$ cat src/rtl/signal_sync_filt.sv
// Multi-channel async-input synchroniser with per-channel stability filter and edge strobes.
// Optional sticky edge flags with per-channel clear are enabled by defining SIGNAL_SYNC_STICKY_EN.
module signal_sync_filt #(
    parameter int unsigned CH      = 4,
    parameter int unsigned STAGES  = 2,
    parameter int unsigned FILT    = 3,
    parameter logic        RST_VAL = 1'b0
) (
    input  logic          clk,
    input  logic          nrst,
    input  logic [CH-1:0] i_signal,
`ifdef SIGNAL_SYNC_STICKY_EN
    input  logic [CH-1:0] i_clr,
    output logic [CH-1:0] o_pos_flag,
    output logic [CH-1:0] o_neg_flag,
`endif
    output logic [CH-1:0] o_signal,
    output logic [CH-1:0] o_valid,
    output logic [CH-1:0] o_edge,
    output logic [CH-1:0] o_posedge,
    output logic [CH-1:0] o_negedge
);

    localparam int unsigned   CW      = (FILT > 1) ? $clog2(FILT) : 1;
    localparam logic [CW-1:0] CNT_MAX = CW'(FILT - 1);

    if (STAGES < 2) begin : g_bad_stages
        $error("signal_sync_filt: STAGES must be >= 2");
    end
    if (FILT < 1) begin : g_bad_filt
        $error("signal_sync_filt: FILT must be >= 1");
    end

    logic [CH-1:0] stage [STAGES];
    logic [CH-1:0] s;
    logic [CW-1:0] cnt [CH];
    logic [CH-1:0] accept;

    assign s = stage[STAGES-1];

    always_ff @(posedge clk or negedge nrst) begin
        if (!nrst) begin
            for (int unsigned i = 0; i < STAGES; i++) begin
                stage[i] <= {CH{RST_VAL}};
            end
        end else begin
            stage[0] <= i_signal;
            for (int unsigned i = 1; i < STAGES; i++) begin
                stage[i] <= stage[i-1];
            end
        end
    end

    // A channel accepts its synced level once it has differed for FILT consecutive cycles.
    always_comb begin
        accept  = '0;
        o_valid = '0;
        for (int unsigned c = 0; c < CH; c++) begin
            accept[c]  = (s[c] != o_signal[c]) && (cnt[c] == CNT_MAX);
            o_valid[c] = (cnt[c] == '0) && (s[c] == o_signal[c]);
        end
    end

    always_ff @(posedge clk or negedge nrst) begin
        if (!nrst) begin
            for (int unsigned c = 0; c < CH; c++) begin
                cnt[c] <= '0;
            end
            o_signal  <= {CH{RST_VAL}};
            o_posedge <= '0;
            o_negedge <= '0;
        end else begin
            for (int unsigned c = 0; c < CH; c++) begin
                if (s[c] == o_signal[c] || accept[c]) begin
                    cnt[c] <= '0;
                end else begin
                    cnt[c] <= cnt[c] + CW'(1);
                end
            end
            o_signal  <= (o_signal & ~accept) | (s & accept);
            o_posedge <= accept & s;
            o_negedge <= accept & ~s;
        end
    end

    assign o_edge = o_posedge | o_negedge;

`ifdef SIGNAL_SYNC_STICKY_EN
    // Flags rise together with the edge strobe; a set in the same cycle overrides the clear.
    always_ff @(posedge clk or negedge nrst) begin
        if (!nrst) begin
            o_pos_flag <= '0;
            o_neg_flag <= '0;
        end else begin
            o_pos_flag <= (o_pos_flag & ~i_clr) | (accept & s);
            o_neg_flag <= (o_neg_flag & ~i_clr) | (accept & ~s);
        end
    end
`endif

endmodule

$ cat config.mk
export PLATFORM = sky130hd
export DESIGN_NAME = signal_sync_filt
export DESIGN_NICKNAME = d
export VERILOG_FILES = /design/src/rtl/signal_sync_filt.sv
export SDC_FILE = /design/constraint.sdc
export NUM_CORES = 1
export LEC_CHECK = 0
export CORE_UTILIZATION = 51
export CTS_BUF_LIST = sky130_fd_sc_hd__clkbuf_16
export CTS_CLUSTER_DIAMETER = 50
export DETAILED_ROUTE_END_ITERATION = 7
export GPL_ROUTABILITY_DRIVEN = 0
export PLACE_DENSITY_LB_ADDON = 0.12
export RECOVER_POWER = 50
export SYNTH_ARGS = -nofsm -noshare
export SYNTH_HDL_FRONTEND = slang
export SYNTH_SLANG_ARGS = --single-unit
export TNS_END_PERCENT = 20
$ cat constraint.sdc
create_clock -name clk -period 2.32 [get_ports clk]
set_input_delay 0.464 -clock clk [delete_from_list [all_inputs] [get_ports clk]]
set_output_delay 0.464 -clock clk [all_outputs]
set_load 0.01 [all_outputs]
==> results of run 1 <==
[cell families after synthesis]
logic type                 share of synthesized area, %
AOI/OAI and AO/OA                                 0.456
muxes                                              3.08
adders and majority gates                          9.13
and+or+nand+nor                                    17.1
DFF                                                63.9
buffers and inverters                              3.08
xor gates and xnor gates                           3.20
[cells in the mapped netlist (all sizes together)]
library cell	number
nor3	4
inv	9
nand2	4
o21ai	1
and2	4
dfrtp	28
nor2	4
or2	4
and3b	3
nor3b	5
ha	8
mux2	3
xnor2	4
[through the flow]
stage	worst slack (ns)	instances
2_1_floorplan	0.984	81
3_3_place_gp	0.485	134
3_5_place_dp	0.456	134
4_1_cts	0.167	137
5_1_grt	0.0402	137
6_report	0.171	137
[cell type report]
cell class | instances | area, um2
multi-input combinational | 44 | 362
sequential | 28 | 701
timing repair buffer | 26 | 254
tap | 27 | 33.8
clock buffer | 3 | 75.1
fill | 122 | 523
inverter | 9 | 33.8
[routing by layer]
| layer | part of all wire [%] | global-route usage, % | routed length (um) |
|---|---|---|---|
| met2 | 52 | 25.6 | 787 |
| met3 | 3.9 | 3.46 | 59 |
| met1 | 44 | 17.1 | 667 |
| met5 | 0 | 0 | 0 |
| met4 | 0.85 | 8.82 | 13 |
[report_power, final]
| group | internal (uW) | total, uW | switching [uW] |
|---|---|---|---|
| registers | 597 | 675 | 77.9 |
| clock network | 228 | 370 | 142 |
| logic | 352 | 602 | 250 |
[worst max path at each step]
stage / start / cells past startpoint / end / slack, ns
after floorplan: register / 2 / o_valid[0] / 0.98
after global placement: register / 3 / o_valid[1] / 0.49
after detailed placement: register / 3 / o_valid[2] / 0.46
after CTS: s[2] / 3 / o_valid[2] / 0.17
after global routing: register / 3 / o_valid[2] / 0.04
final: s[2] / 3 / o_valid[2] / 0.17
[critical path, cell delays in order (launching register included)]
cell             delay, ns
dfrtp_1               0.41
xnor2_1               0.31
and2_1                0.18
clkdlybuf4s50_1       0.53
==> flow_metrics.env, run 1 <==
export IMPL_status="finished, final reports clean"
export IMPL_numPortBuffers=25
export IMPL_crit_required_ns=1.86
export IMPL_viasPerCell=4.64
export IMPL_antenna_found_initial=0
export IMPL_postCtsSetupRepairBufs=0
export IMPL_yosysTopAreaCell="dfrtp_1"
export IMPL_powerDensity_nw_per_um2=1130
export IMPL_synth_top_area_share_pct=63.9
export IMPL_post_route_cell_area_um2=1460
export IMPL_synth_warnings=0
export IMPL_critPathKind="register to output pin"
export IMPL_total_power_uw=1650
export IMPL_layout_drive_gt1_share_pct=15.5
export IMPL_syn_num_nets=95
export IMPL_cts_hold_buf=0
export IMPL_clkSinkCount=28
export IMPL_cts_resized_gates=0
export IMPL_maxSlewViolCount=0
export IMPL_post_dp_hpwl_um=1150
export IMPL_numCtsBuffers=3
export IMPL_ys_seq_area_share_pct=63.9
export IMPL_drc=0
export IMPL_ir_drop_mv=0.811
export IMPL_clkLatencyLatePin_ns=0.25
export IMPL_critPathMaxFanout=4
export IMPL_drt_iter0_markers=13
export IMPL_hold_viol_final=0
export IMPL_cp_end_kind="output pin"
export IMPL_p_leak_uw=0.000679
export IMPL_min_to="s[3]"
export IMPL_hold_path_class="register to register"
export IMPL_synth_area_um2=1100
export IMPL_die_w_um=48.4
export IMPL_slew_headroom_pct=4.21
export IMPL_startpoint_type="register"
export IMPL_drt_wirelength_per_cell_um=11.2
export IMPL_drt_pass1_iter_count=4
export IMPL_synth_area_top_cells="dfrtp_1 64%, ha_1 9.1%, nor3b_2 4.6%"
export IMPL_grt_max_degree=29
export IMPL_area_growth_pct=33.1
export IMPL_whs_ns=0.348
export IMPL_r2r_cells=3
export IMPL_die_h_um=48.4
export IMPL_die_area_um2=2340
export IMPL_nets=126
export IMPL_maxCapViolCount=0
export IMPL_placed_area_um2=1390
export IMPL_ant_nets=0
export IMPL_cts_root_buf="clkbuf_16"
export IMPL_setup_tns_ns=0
export IMPL_r2r_slack_ns=1.12
export IMPL_h_tree_depth=1
export IMPL_final_core_util_pct=73.6
export IMPL_worst_pin_slew_ns=1.44
export IMPL_dr_total_vias=636
export IMPL_syn_area_per_cell_um2=13.5
export IMPL_period_share_pct=92.6
export IMPL_grt_pass1_wl_um=2620
export IMPL_layout_min_cycle_time_ns=2.15
export IMPL_final_cell_mix="28 x dfrtp_1, 20 x clkdlybuf4s50_1, 9 x inv_1, 8 x ha_1, 5 x dlygate4sd3_1"
export IMPL_r2r_start="cnt[6]"
export IMPL_cp_arrival_ns=1.69
export IMPL_fmax_ghz=0.465
export IMPL_hold_path_depth=0
export IMPL_num_rows=16
export IMPL_routed_wl_um=1530
export IMPL_ys_ff_latch=28
export IMPL_cts_tree="built"
export IMPL_io_pins=26
export IMPL_grt_pass1_vias=605
export IMPL_grtUsageTotal_pct=14.9
export IMPL_coreArea_um2=1980
export IMPL_start_util_pct=55.3
export IMPL_setup_violations=0
export IMPL_insertedDiodeCount=0
export IMPL_rsz0062_at_grt="false"
export IMPL_grt_overflow=0
export IMPL_clk_pin_slew_worst_paths_ns=0.06
export IMPL_min_delay_start="stage[7]"
export IMPL_syn_inst=81
export IMPL_ys_types=14
export IMPL_layout_commonest_cell="dfrtp_1"
export IMPL_fin_skew_ns=0.00102
export IMPL_cts_buffer_depth=2
No activity file was read; power rests on OpenSTA's default activity.
==> run 2, diff against run 1 <==
--- a/config.mk
+++ b/config.mk
@@ -5,7 +5,7 @@
 export SDC_FILE = /design/constraint.sdc
 export NUM_CORES = 1
 export LEC_CHECK = 0
-export CORE_UTILIZATION = 51
+export CORE_UTILIZATION = 47
 export CTS_BUF_LIST = sky130_fd_sc_hd__clkbuf_16
 export CTS_CLUSTER_DIAMETER = 50
 export DETAILED_ROUTE_END_ITERATION = 7
==> constraint.sdc (replaced) <==
create_clock -name clk -period 2.1 [get_ports clk]
set_input_delay 0.42 -clock clk [delete_from_list [all_inputs] [get_ports clk]]
set_output_delay 0.42 -clock clk [all_outputs]
set_load 0.01 [all_outputs]
==> run 2 against run 1 <==
Effect of this change:
- clock-buffer cell count is the same
- worst setup slack got worse by 0.11 ns
- wire length decreased by 1.2%
- via count grew 2.5%
- largest cell class unchanged
==> flow_metrics.env, run 2 (synthesis results as in run 1) <==
export IMPL_wl_met2_um=797
export IMPL_maxSlewViolCount=0
export IMPL_setup_violations=0
export IMPL_grt_pass1_vias=663
export IMPL_top_layer="met4"
export IMPL_coreArea_um2=2210
export IMPL_clkSinkCount=28
export IMPL_setup_tns_ns=0
export IMPL_grt_max_degree=29
export IMPL_period_share_pct=97.1
export IMPL_hold_viol_final=0
export IMPL_placed_area_um2=1390
export IMPL_grt_overflow=0
export IMPL_dr_total_vias=652
export IMPL_min_delay_start="stage[6]"
export IMPL_maxCapViolCount=0
export IMPL_cp_end_kind="output pin"
export IMPL_critical_path_max_stage_delay_ns=0.53
export IMPL_cts_root_buf="clkbuf_16"
export IMPL_post_route_cell_area_um2=1490
export IMPL_start_util_pct=49.5
export IMPL_r2r_cells=3
export IMPL_final_cell_mix="28 x dfrtp_1, 20 x clkdlybuf4s50_1, 9 x inv_1, 8 x ha_1, 5 x dlygate4sd3_1"
export IMPL_seqPwrFrac_pct=40.9
export IMPL_r2r_start="cnt[4]"
export IMPL_drt_iter0_markers=3
export IMPL_swShare_pct=28.7
export IMPL_crit_required_ns=1.68
export IMPL_hold_path_class="register to register"
export IMPL_clk_pin_slew_worst_paths_ns=0.06
export IMPL_antenna_found_initial=0
export IMPL_cts_buffer_depth=2
export IMPL_ir_drop_mv=0.808
export IMPL_numPortBuffers=25
export IMPL_cts_tree="built"
export IMPL_die_w_um=50.3
export IMPL_fill_cells=180
export IMPL_grt_pass1_wl_um=2620
export IMPL_clkLatencyLatePin_ns=0.25
export IMPL_cp_num_buf_inv=1
export IMPL_powerDensity_nw_per_um2=1250
export IMPL_layout_min_cycle_time_ns=2.04
export IMPL_critPathKind="register to output pin"
export IMPL_worst_pin_slew_ns=0.665
export IMPL_dr_wl_met3_um=66
export IMPL_insertedDiodeCount=0
export IMPL_status="finished, final reports clean"
export IMPL_nets=126
export IMPL_fmax_ghz=0.490
export IMPL_slew_headroom_pct=55.7
export IMPL_ant_nets=0
export IMPL_r2r_slack_ns=0.89
export IMPL_post_dp_hpwl_um=1110
export IMPL_h_tree_depth=1
export IMPL_io_pins=26
export IMPL_critPathTopFamily="buffers and inverters"
export IMPL_drc=0
export IMPL_hold_path_depth=0
export IMPL_switching_power_uw=534
export IMPL_die_h_um=50.3
export IMPL_num_rows=17
export IMPL_drt_pass1_iter_count=3
export IMPL_drt_wirelength_per_cell_um=10.9
export IMPL_total_power_uw=1860
export IMPL_layout_commonest_cell="dfrtp_1"
export IMPL_whs_ns=0.349
export IMPL_clkPwrFrac_pct=21.9
export IMPL_wl_met1_um=638
export IMPL_intPower_uw=1330
export IMPL_die_area_um2=2530
export IMPL_critPathMaxFanout=4
export IMPL_layout_drive_gt1_share_pct=20.0
export IMPL_path_cells="xnor2_2 -> and2_1 -> clkdlybuf4s50_1"
export IMPL_grtUsageTotal_pct=13.6
export IMPL_area_growth_pct=36.1
export IMPL_fin_skew_ns=0.00266
export IMPL_numCtsBuffers=3
export IMPL_critPathSlowestCell="clkdlybuf4s50_1"
export IMPL_routed_wl_um=1510
export IMPL_startpoint_type="register"
export IMPL_p_leak_uw=0.000704
export IMPL_cp_arrival_ns=1.62
export IMPL_comb_power_share_pct=37.2
export IMPL_min_to="s[2]"
export IMPL_viasPerCell=4.72
export IMPL_rsz0062_at_grt="true"
[run 2: cell types whose count changed in the layout (fill, tap and decap cells not counted)]
| cell | delta |
|---|---|
| xnor2_1 | -4 |
| clkbuf_2 | +1 |
| clkbuf_1 | -1 |
| xnor2_2 | +4 |
[run 2: what timing repair did]
item | CTS | global route
hold buffers | 0 | 0
hold endpoints to repair | 0 | 0
gates resized for setup | 0 | 4
buffers inserted | 0 | 0
endpoints found under the setup margin | 0 | 4
[run 2: worst max path at each step]
stage	cells past startpoint	startpoint	slack [ns]	endpoint
finish	3	s[2]	0.06	o_valid[2]
global route	3	s[2]	-0.03	o_valid[2]
CTS	3	s[2]	0.007	o_valid[2]
detailed placement	3	s[0]	0.29	o_valid[0]
global placement	3	s[2]	0.31	o_valid[2]
floorplan	2	register	0.81	o_valid[0]
[run 2: per-stage QoR]
| stage | std cells | utilization [%] | worst slack, ns |
|---|---|---|---|
| after floorplan | 81 | - | 0.808 |
| after global placement | 135 | 62.8 | 0.308 |
| after detailed placement | 135 | 62.8 | 0.289 |
| after CTS | 138 | 66.2 | 0.00658 |
| after global routing | 138 | 67.4 | -0.0305 |
| final | 138 | 67.4 | 0.0604 |
[run 2: area by class of cell]
cell class,instances,area [um2],area share [%]
Timing Repair Buffer,26,255,17.1
Sequential cell,28,701,47.0
Clock buffer,3,75.1,5.03
Multi-Input combinational cell,44,392,26.3
Tap cell,28,35.0,2.35
Inverter,9,33.8,2.27
[run 2: power groups by stage]
stage	clock network (uW)	logic (uW)	registers, uW
floorplan	0	351	770
global placement	0	654	748
detailed placement	0	681	758
CTS	418	682	751
global route	440	770	779
finish	408	691	760
[run 2: metal layers]
metal	global-route usage (%)	vias to the layer above
met5	0	-
met4	5.56	0
met3	3.03	2
met2	24.7	17
met1	15.3	319
li1	-	314
